===== src/rtl/icache_loader.sv =====
// Boot loader: streams a framed program into the tile icache, holding the core in reset until done.
// Latency: accepted word written one cycle later; core released one edge after the last write strobe.
// Backpressure: never stalls mid-frame; in_ready is low only in DRAIN/RUN and during reset.
module icache_loader #(
  parameter int ADDR_W  = 8,
  parameter int INSTR_W = 32
) (
  input  logic               clk,
  input  logic               rst,
  input  logic               in_valid,
  input  logic [INSTR_W-1:0] in_data,
  output logic               in_ready,
  input  logic               reload,
  output logic               icache_write,
  output logic [ADDR_W-1:0]  icache_addr,
  output logic [INSTR_W-1:0] icache_data,
  output logic               core_hold,
  output logic               load_done
);

  // The header must carry both the start address and the count.
  if (INSTR_W < 2 * ADDR_W) begin : g_bad_width
    $error("icache_loader: INSTR_W must be >= 2*ADDR_W");
  end

  typedef enum logic [1:0] {
    IDLE  = 2'd0,
    LOAD  = 2'd1,
    DRAIN = 2'd2,
    RUN   = 2'd3
  } state_t;

  state_t            state;
  state_t            state_nxt;
  logic [ADDR_W-1:0] ptr;
  logic [ADDR_W-1:0] cnt;
  logic              accept;
  logic              take_hdr;
  logic              take_word;

  // Ready is combinational on rst so it drops the instant reset asserts.
  assign in_ready  = !rst && ((state == IDLE) || (state == LOAD));
  assign accept    = in_valid && in_ready;
  // A header offered while reload is high is ignored so reload keeps us parked in IDLE.
  assign take_hdr  = accept && (state == IDLE) && !reload;
  // A word accepted on the abort edge is still written (the single trailing strobe).
  assign take_word = accept && (state == LOAD);
  // The core runs only in RUN; everything else keeps it in reset.
  assign core_hold = (state != RUN);

  // State register.
  always_ff @(posedge clk or posedge rst) begin
    if (rst) begin
      state <= IDLE;
    end else begin
      state <= state_nxt;
    end
  end

  // Next-state logic; reload overrides every state.
  always_comb begin
    state_nxt = state;
    case (state)
      IDLE: begin
        if (take_hdr) begin
          state_nxt = LOAD;
        end
      end
      LOAD: begin
        if (reload) begin
          state_nxt = IDLE;
        end else if (take_word && (cnt == '0)) begin
          state_nxt = DRAIN;
        end
      end
      DRAIN: begin
        state_nxt = reload ? IDLE : RUN;
      end
      RUN: begin
        if (reload) begin
          state_nxt = IDLE;
        end
      end
      default: state_nxt = IDLE;
    endcase
  end

  // Write pointer / remaining count, and the registered icache write port.
  always_ff @(posedge clk or posedge rst) begin
    if (rst) begin
      ptr          <= '0;
      cnt          <= '0;
      icache_write <= 1'b0;
      icache_addr  <= '0;
      icache_data  <= '0;
    end else begin
      icache_write <= take_word;
      if (take_hdr) begin
        ptr <= in_data[ADDR_W-1:0];
        cnt <= in_data[2*ADDR_W-1:ADDR_W];
      end else if (take_word) begin
        icache_addr <= ptr;
        icache_data <= in_data;
        ptr         <= ptr + ADDR_W'(1);
        cnt         <= cnt - ADDR_W'(1);
      end
    end
  end

  // One-cycle release pulse coinciding with the first RUN cycle.
  always_ff @(posedge clk or posedge rst) begin
    if (rst) begin
      load_done <= 1'b0;
    end else begin
      load_done <= (state == DRAIN) && !reload;
    end
  end

endmodule


===== config.mk =====
export PLATFORM = sky130hd
export DESIGN_NAME = icache_loader
export DESIGN_NICKNAME = d
export VERILOG_FILES = /design/src/rtl/icache_loader.sv
export SDC_FILE = /design/constraint.sdc
export NUM_CORES = 1
export LEC_CHECK = 0
export ABC_AREA = 1
export CORE_ASPECT_RATIO = 2
export CORE_MARGIN = 10
export CORE_UTILIZATION = 43
export DETAILED_ROUTE_END_ITERATION = 16
export GPL_TIMING_DRIVEN = 0
export PLACE_DENSITY = 0.76
export SKIP_CTS_REPAIR_TIMING = 1
export SYNTH_ARGS = -nofsm -noshare
export SYNTH_HDL_FRONTEND = slang
export SYNTH_SLANG_ARGS = --single-unit

===== constraint.sdc =====
create_clock -name clk -period 1.8 [get_ports clk]
set_input_delay 0.36 -clock clk [delete_from_list [all_inputs] [get_ports clk]]
set_output_delay 0.36 -clock clk [all_outputs]
set_load 0.05 [all_outputs]

## Yosys cells after proc, flatten, opt, wreduce, memory -nomap -nowiden

Cells that the tools add are included.

| storage, ports and cells | value |
|---|---|
| flip-flop bits (word level) | 60 |
| bits of input ports | 36 |
| output and inout port bits | 44 |
| word-level logic and storage cells | 42 |

| operators by class | value |
|---|---|
| add/subtract/negate cells | 2 |
| equal/unequal tests | 7 |
| multiplexer cells | 10 |
| bitwise operators | 1 |
| reductions and logical operators | 15 |

Operators by type and width:

| cell | number |
|---|---|
| 2-to-1 mux 8 bit | 4 |
| 2-to-1 mux 2 bit | 5 |
| adder 8 x 1 -> 8 bit (second input constant) | 1 |
| logical NOT 8 bit | 1 |
| one-hot mux 2 bit (4 select lines) | 1 |
| subtractor 8 x 1 -> 8 bit (second input constant) | 1 |
| logical AND 1 bit | 7 |
| inequality test 2 bit (second input constant) | 3 |
| equality test 2 bit (second input constant) | 2 |
| inequality test 3 x 2 -> 1 bit (second input constant) | 1 |
| AND reduction 3 bit | 1 |
| equality test 2 x 1 -> 1 bit (second input constant) | 1 |
| logical NOT 1 bit | 2 |
| logical NOT 2 bit | 1 |
| AND reduction 2 bit | 1 |
| nonzero test 2 bit | 1 |
| logical OR 1 bit | 1 |
| inverter 1 bit | 1 |

## Longest topological paths before layout

| depth | value |
|---|---|
| word-level depth | 9 |
| mapped depth | 8 |
| gate-level depth less buffers | 8 |

## Worst setup path after synthesis

Ideal clock, no wire load.

| timing path | value |
|---|---|
| path kind | register to register |
| start point | register state[1] |
| end point | register icache_addr[0] |
| library setup time | 118 ps |
| data arrival time | 1399 ps |
| data required time | 1682 ps |
| slack | 284 ps |
| stages on the path, launching flop included | 7 |
| path buffers | 2 |
| period minus slack after synthesis | 1516 ps |
| cell sequence | dfrtp_1 > nor2_4 > nand3_2 > buf_4 > buf_4 > nand2_1 > nand2_1 |

| between the ends | value |
|---|---|
| cells in the longest elaborated chain, start to end | 8 |
| elaborated cells on any way between the ends | 10 |
| classes of those cells | eq/ne (1); bitwise (1); reduce/logical (8) |

Ends and longest elaborated chain:

| item | line | source |
|---|---|---|
| start, declared | 33 | `state_t state;` |
| start signal, assigned | 56 | `state <= state_nxt;` |
| equality test 2 x 1 -> 1 bit or logical NOT 2 bit (tied branches) | 42 | `assign in_ready = !rst && ((state == IDLE) \|\| (state == LOAD));` |
| logical OR 1 bit * | 42 |  |
| logical AND 1 bit * | 42 |  |
| named net in_ready | 12 | `output logic in_ready,` |
| logical AND 1 bit * | 43 | `assign accept = in_valid && in_ready;` |
| logical AND 1 bit (2 in series) | 45 | `assign take_hdr = accept && (state == IDLE) && !reload;` |
| inverter 1 bit (no source line) | -- |  |
| AND reduction 2 bit (no source line) * | -- |  |
| end signal, assigned | 102 | `icache_addr <= ptr;` |
| end, declared | 15 | `output logic [ADDR_W-1:0] icache_addr,` |

Mark *: on every way through the listed nets, which the timed path passes. The rest lies on a longest branch.
A chain may end at the register's enable or synchronous reset.

## Final worst setup path

| timing path | value |
|---|---|
| start point | input port rst |
| end point | output port in_ready |

| between the ends | value |
|---|---|
| cells in the longest elaborated chain, start to end | 2 |

Ends and longest elaborated chain:

| item | line | source |
|---|---|---|
| start, declared | 9 | `input logic rst,` |
| logical NOT 1 bit (no source line) | -- |  |
| logical AND 1 bit | 42 |  |
| end, declared | 12 |  |

Every way passes these cells.

==> flow_metrics.env <==
export IMPL_cts_sinks=60
export IMPL_cp_max_fo=4
export IMPL_hold_class="reg -> reg"
export IMPL_die_area_um2=10200
export IMPL_hold_slack_ns=0.470
export IMPL_final_util_pct=65.1
export IMPL_finalCritPeriodShare_pct=93.6
export IMPL_io_pins=80
export IMPL_drtPass1Iterations=4
export IMPL_skew_ns=0.00668
export IMPL_drtIter0Drc=127
export IMPL_synth_seq_cells=60
export IMPL_cp_data_required_time_ns=1.44
export IMPL_coreArea_um2=6310
export IMPL_fp_dieH_um=133
export IMPL_routabilityCongestion=0.883
export IMPL_portBuffers=79
export IMPL_crit_chain="clkdlybuf4s50_1 -> nor2_4 -> clkbuf_2"
export IMPL_grt_pass1_vias=2713
export IMPL_grt_antenna_before_repair=0
export IMPL_cts_tree="yes"
export IMPL_drive_gt1_share_pct=6.94
export IMPL_status="complete, no violations"
export IMPL_finalNetCount=482
export IMPL_hold_viol_final=0
export IMPL_drc=0
export IMPL_max_clock_path_buffers=2
export IMPL_htree_levels=3
export IMPL_clock_fmax_mhz=594
export IMPL_worst_slew_pin_slew_ns=0.538
export IMPL_slowest_delay_ns=0.49
export IMPL_netlist_instances=352
export IMPL_post_drt_wl_per_cell_um=14.5
export IMPL_rows=41
export IMPL_worstSetupStartpointType="primary input"
export IMPL_syn_area_per_cell_um2=7.87
export IMPL_cts_clk_slew_worst_paths_ns=0.05
export IMPL_nFillCells=507
export IMPL_synthesis_nets=391
export IMPL_grt_max_degree=61
export IMPL_yosys_warnings=0
export IMPL_max_slew_margin_pct=64.1
export IMPL_period_minus_slack_ns=1.68
export IMPL_setup_violations=0
export IMPL_grt_overflow=0
export IMPL_vias=2543
export IMPL_area_growth_pct=48.4
export IMPL_regArea_um2=1500
export IMPL_grt_pass1_wl_mm=12.9
export IMPL_leakage_uw=0.00258
export IMPL_cellPowerDensity_nw_per_um2=1970
export IMPL_netlist_cell_type_count=16
export IMPL_grt_usage_pct=15.5
export IMPL_drv_slew=0
export IMPL_fin_area_um2=4110
export IMPL_maxCapViolations=0
export IMPL_ir_worst_vdd_uv=1120
export IMPL_multi_input_area_um2=1060
export IMPL_cts_buffers=9
export IMPL_initial_core_util_pct=43.9
export IMPL_drt_total_wl_mm=7.74
export IMPL_crit_type="in -> out"
export IMPL_placed_area_um2=3670
export IMPL_r2r_cells=6
export IMPL_crit_path_end_kind="primary output"
export IMPL_seq_area_frac_synth_pct=54.2
export IMPL_via_per_inst=4.77
export IMPL_ant_nets=0
export IMPL_syn_area_um2=2770
export IMPL_cp_arrival_ns=1.32
export IMPL_rsz0062_at_grt="false"
export IMPL_holdPathStages=2
export IMPL_die_width_um=76.7
export IMPL_clock_latency_ns=0.33
export IMPL_cts_root_buf="clkbuf_16"
export IMPL_dpl_hpwl_mm=5.75
export IMPL_slowest_stage="clkdlybuf4s50_1"
export IMPL_diodes=0
==> where the power goes <==
group	internal [uW]	total [uW]	switching [uW]
clock	1240	1820	582
combinational	1280	3900	2620
sequential	1960	2390	434
total	4470	8110	3640
==> logic make-up after synthesis <==
group                      after synthesis  synth area share [%]
adders and majority gates                3                  1.36
and+or+nand+nor                        218                  31.9
buffers and inverters                   47                  7.37
DFF                                     60                  54.2
xor gates and xnor gates                 3                 0.949
AOI/OAI and AO/OA                       21                  4.25
==> registers in the layout (all words and copies together) (netlist names) <==
| name | cells |
|---|---|
| cnt | 8 |
| icache_write | 1 |
| ptr | 8 |
| state | 2 |
| load_done | 1 |
| icache_data | 32 |
| icache_addr | 8 |
==> cells in the mapped netlist <==
cell type,count,area (um2)
buf_2,4,20.0
buf_4,6,45.0
clkbuf_1,4,15.0
dfrtp_1,60,1500
ha_1,3,37.5
inv_1,32,120
inv_2,1,3.75
nand2_1,163,612
nand3_1,32,160
nand3_2,2,20.0
nand3b_1,1,7.51
nor2_1,19,71.3
nor2_4,1,11.3
o211ai_1,5,37.5
o21ai_0,16,80.1
xor2_1,3,26.3
==> worst max-delay path: cells and delay by family <==
family                 cells  cell delay [ns]
buffers and inverters      2             0.79
AND/OR/NAND/NOR            1             0.17
==> worst paths after layout <==
check / slack (ns) / from / endpoint
worst max-delay path: 0.12 / rst / in_ready
worst min-delay path: 0.47 / icache_data[21] / icache_data[21]
worst max register to register: 0.38 / state[1] / icache_addr[1]
worst min register to register: 0.47 / icache_data[21] / icache_data[21]
max in group asynchronous: 0.77 / rst / icache_addr[7]
min in group asynchronous: 0.48 / rst / cnt[5]
==> layout by cell type, fill, tap and decap left out <==
master | synthesis | final
buf_2 | 4 | 4
o21ai_0 | 16 | 16
clkbuf_8 | 0 | 1
inv_2 | 1 | 1
nor2_4 | 1 | 1
clkbuf_2 | 0 | 1
nand3b_1 | 1 | 1
clkdlybuf4s50_1 | 0 | 35
clkinvlp_4 | 0 | 1
nor2_1 | 19 | 19
nand3_1 | 32 | 32
bufinv_16 | 0 | 2
clkbuf_1 | 4 | 5
buf_12 | 0 | 1
buf_4 | 6 | 6
dfrtp_1 | 60 | 60
o211ai_1 | 5 | 5
inv_1 | 32 | 31
clkinv_4 | 0 | 1
nand3_2 | 2 | 2
clkbuf_16 | 0 | 9
clkinv_2 | 0 | 1
xor2_1 | 3 | 3
dlymetal6s2s_1 | 0 | 43
ha_1 | 3 | 3
nand2_1 | 163 | 163
==> final cells by class <==
cell class | count | share of cell area [%]
sequential | 60 | 36.5
inverter | 33 | 3.11
timing repair buffer | 80 | 22.2
clock buffer | 11 | 5.91
multi-input combinational | 245 | 25.9
buffer | 14 | 1.95
clock inverter | 4 | 1.80
tap | 86 | 2.62
==> through the flow <==
stage / setup slack (ns) / setup TNS (ns) / total power (uW) / std cells
2_1_floorplan: 0.284 / 0 / 5000 / 352
3_3_place_gp: -0.397 / -6.03 / 6270 / 517
3_5_place_dp: -0.416 / -8.65 / 6380 / 517
4_1_cts: -0.421 / -3.07 / 8230 / 532
5_1_grt: 0.0744 / 0 / 8600 / 533
6_report: 0.116 / 0 / 8110 / 533
==> metal layers <==
metal  vias to the layer above  track usage (%)  share of wire, %
met5                         -                0                 0
met4                         0             7.59               2.3
met3                        13             4.72               5.1
met2                        90             26.8                53
met1                      1176             16.5                40
li1                       1264                -                 -
No activity file was read; power rests on OpenSTA's default activity.
==> RTL edit: new RTL, config.mk and constraints unchanged <==
`ADDR_W`: 8 -> 7.
--- a/src/rtl/icache_loader.sv
+++ b/src/rtl/icache_loader.sv
@@ -2,7 +2,7 @@
 // Latency: accepted word written one cycle later; core released one edge after the last write strobe.
 // Backpressure: never stalls mid-frame; in_ready is low only in DRAIN/RUN and during reset.
 module icache_loader #(
-  parameter int ADDR_W  = 8,
+  parameter int ADDR_W  = 7,
   parameter int INSTR_W = 32
 ) (
   input  logic               clk,
Interface: changed (resized icache_addr); port bits go from 80 to 79. The function was not compared with the original's and may differ.
==> RTL edit against the original RTL <==
  * First-iteration DRC count increased by 48%
  * Clock skew increased by 1.5 ps
  * Die area decreased by 6.2%
  * Wire length decreased by 9.7%
  * Sequential cell count decreased by 3
  * Global-route usage increased by 0.37 points
  * Area after synthesis decreased by 7.8%
  * Worst hold slack got worse by 2.5 ps
  * Sequential power decreased by 6%
  * Power decreased by 8.7%
  * Final area decreased by 7.8%
  * Register-to-register slack got worse by 150 ps
  * Setup slack improved by 22 ps
  * Critical path type is now flop to output pin
==> RTL edit: results (changes against the original RTL) <==
* PortBufs at 78 (-1.3%)
* CP Data Arrival Time at 1300 ps (-20 ps)
* Dpl hpwl at 5320 um (-7.4%)
* Total GRT Usage at 15.8% (+0.37 points)
* Most area-consuming cells after synthesis: dfrtp_1 56%, nand2_1 22%, nand3_1 6.9%
* Final Wtd Congestion at 0.826 (-6.4%)
* P_leak at 2.35 nW (-8.7%)
* Fillers at 519 (+2.4%)
* Vias in the first global route at 2394 (-12%)
* Status: finished clean
* Worst r2r dst: cnt[2]$_DFFE_PP0P_
* R2R setup slack at 230 ps (-150 ps)
* Library cells used by synthesis at 20 (+4)
* Crit Path Max Fanout at 6 (+2)
* Pin count of the biggest net entering global routing at 33 (-46%)
* Nets at 445 (-7.7%)
* Pre-CTS setup slack at -392 ps (+23.6 ps)
* Slew @ Worst Pin at 563 ps (+25.8 ps)
* Wire length on met1 at 2590 um (-15%)
* Psw at 0.00338 W (-7.0%)
* Share of cells above drive strength 1 at 6.83% (-0.11 points)
* Leading cell types by count after synthesis: 151 x nand2_1, 57 x dfrtp_1, 35 x nand3_1
* Per-cell routed wire length at 14.8 um (+2.2%)
* Initial drt markers at 188 (+48%)
* Vias at 2325 (-8.6%)
* HP Start: icache_data[15]$_DFFE_PP0P_
* Seq/Total Area, Yosys at 55.9% (+1.6 points)
RTL edit: worst max-delay path, stage by stage (launching register included):
cell and delay, ps:
dfrtp_1 440, nand2_1 100, dlymetal6s2s_1 430
RTL edit: per-stage QoR:
stage | cell area (um2) | setup TNS [ps] | std cells
5_1_grt | 3790 | 0 | 471
3_5_place_dp | 3430 | -1030 | 456
6_report | 3790 | 0 | 471
4_1_cts | 3690 | -3040 | 471
2_1_floorplan | 2550 | 0 | 316
3_3_place_gp | 3410 | -62810 | 455
RTL edit: power by group through the flow:
stage	Sequential [W]	Combinational [W]	Clock (W)
after detailed placement	0.00226	0.00377	0
after CTS	0.00225	0.00378	0.00151
after global placement	0.00223	0.00370	0
after global routing	0.00231	0.00398	0.00157
after floorplan	0.00367	0.00106	0
final	0.00224	0.00368	0.00148
RTL edit: layout make-up:
cell class / instances / area share, %
Sequential cell: 57 / 37.6
Clock buffer: 15 / 6.80
Buffer: 13 / 2.05
Tap cell: 61 / 2.01
Timing Repair Buffer: 79 / 23.8
Multi-Input combinational cell: 229 / 26.0
Inverter: 17 / 1.68
RTL edit: metal layers:
metal | vias up | GRT usage (%)
li1 | 1177 | -
met1 | 1097 | 15.9
met2 | 41 | 28.1
met3 | 10 | 3.93
met4 | 0 | 9.42
met5 | - | 0
RTL edit: how the worst max path moves through the flow:
| stage | to | slack, ps | depth (start not counted) |
|---|---|---|---|
| floorplan | cnt[0]$_DFFE_PP0P_ | 40 | 1 |
| global placement | icache_data[16]$_DFFE_PP0P_ | -1100 | 2 |
| detailed placement | in_ready | -390 | 3 |
| CTS | in_ready | -390 | 3 |
| global route | in_ready | 100 | 3 |
| finish | core_hold | 140 | 2 |
RTL edit: kinds of logic (layout without fill, tap and decap cells):
kind of cell    Yosys count  in the layout  share of synthesized area, %
simple gates            211            211                          33.9
flops                    57             57                          55.9
buf+inv                  30            124                          5.54
compound gates           14             14                          2.94
fa+ha+maj                 3              3                          1.47
xor+xnor                  1              1                         0.343
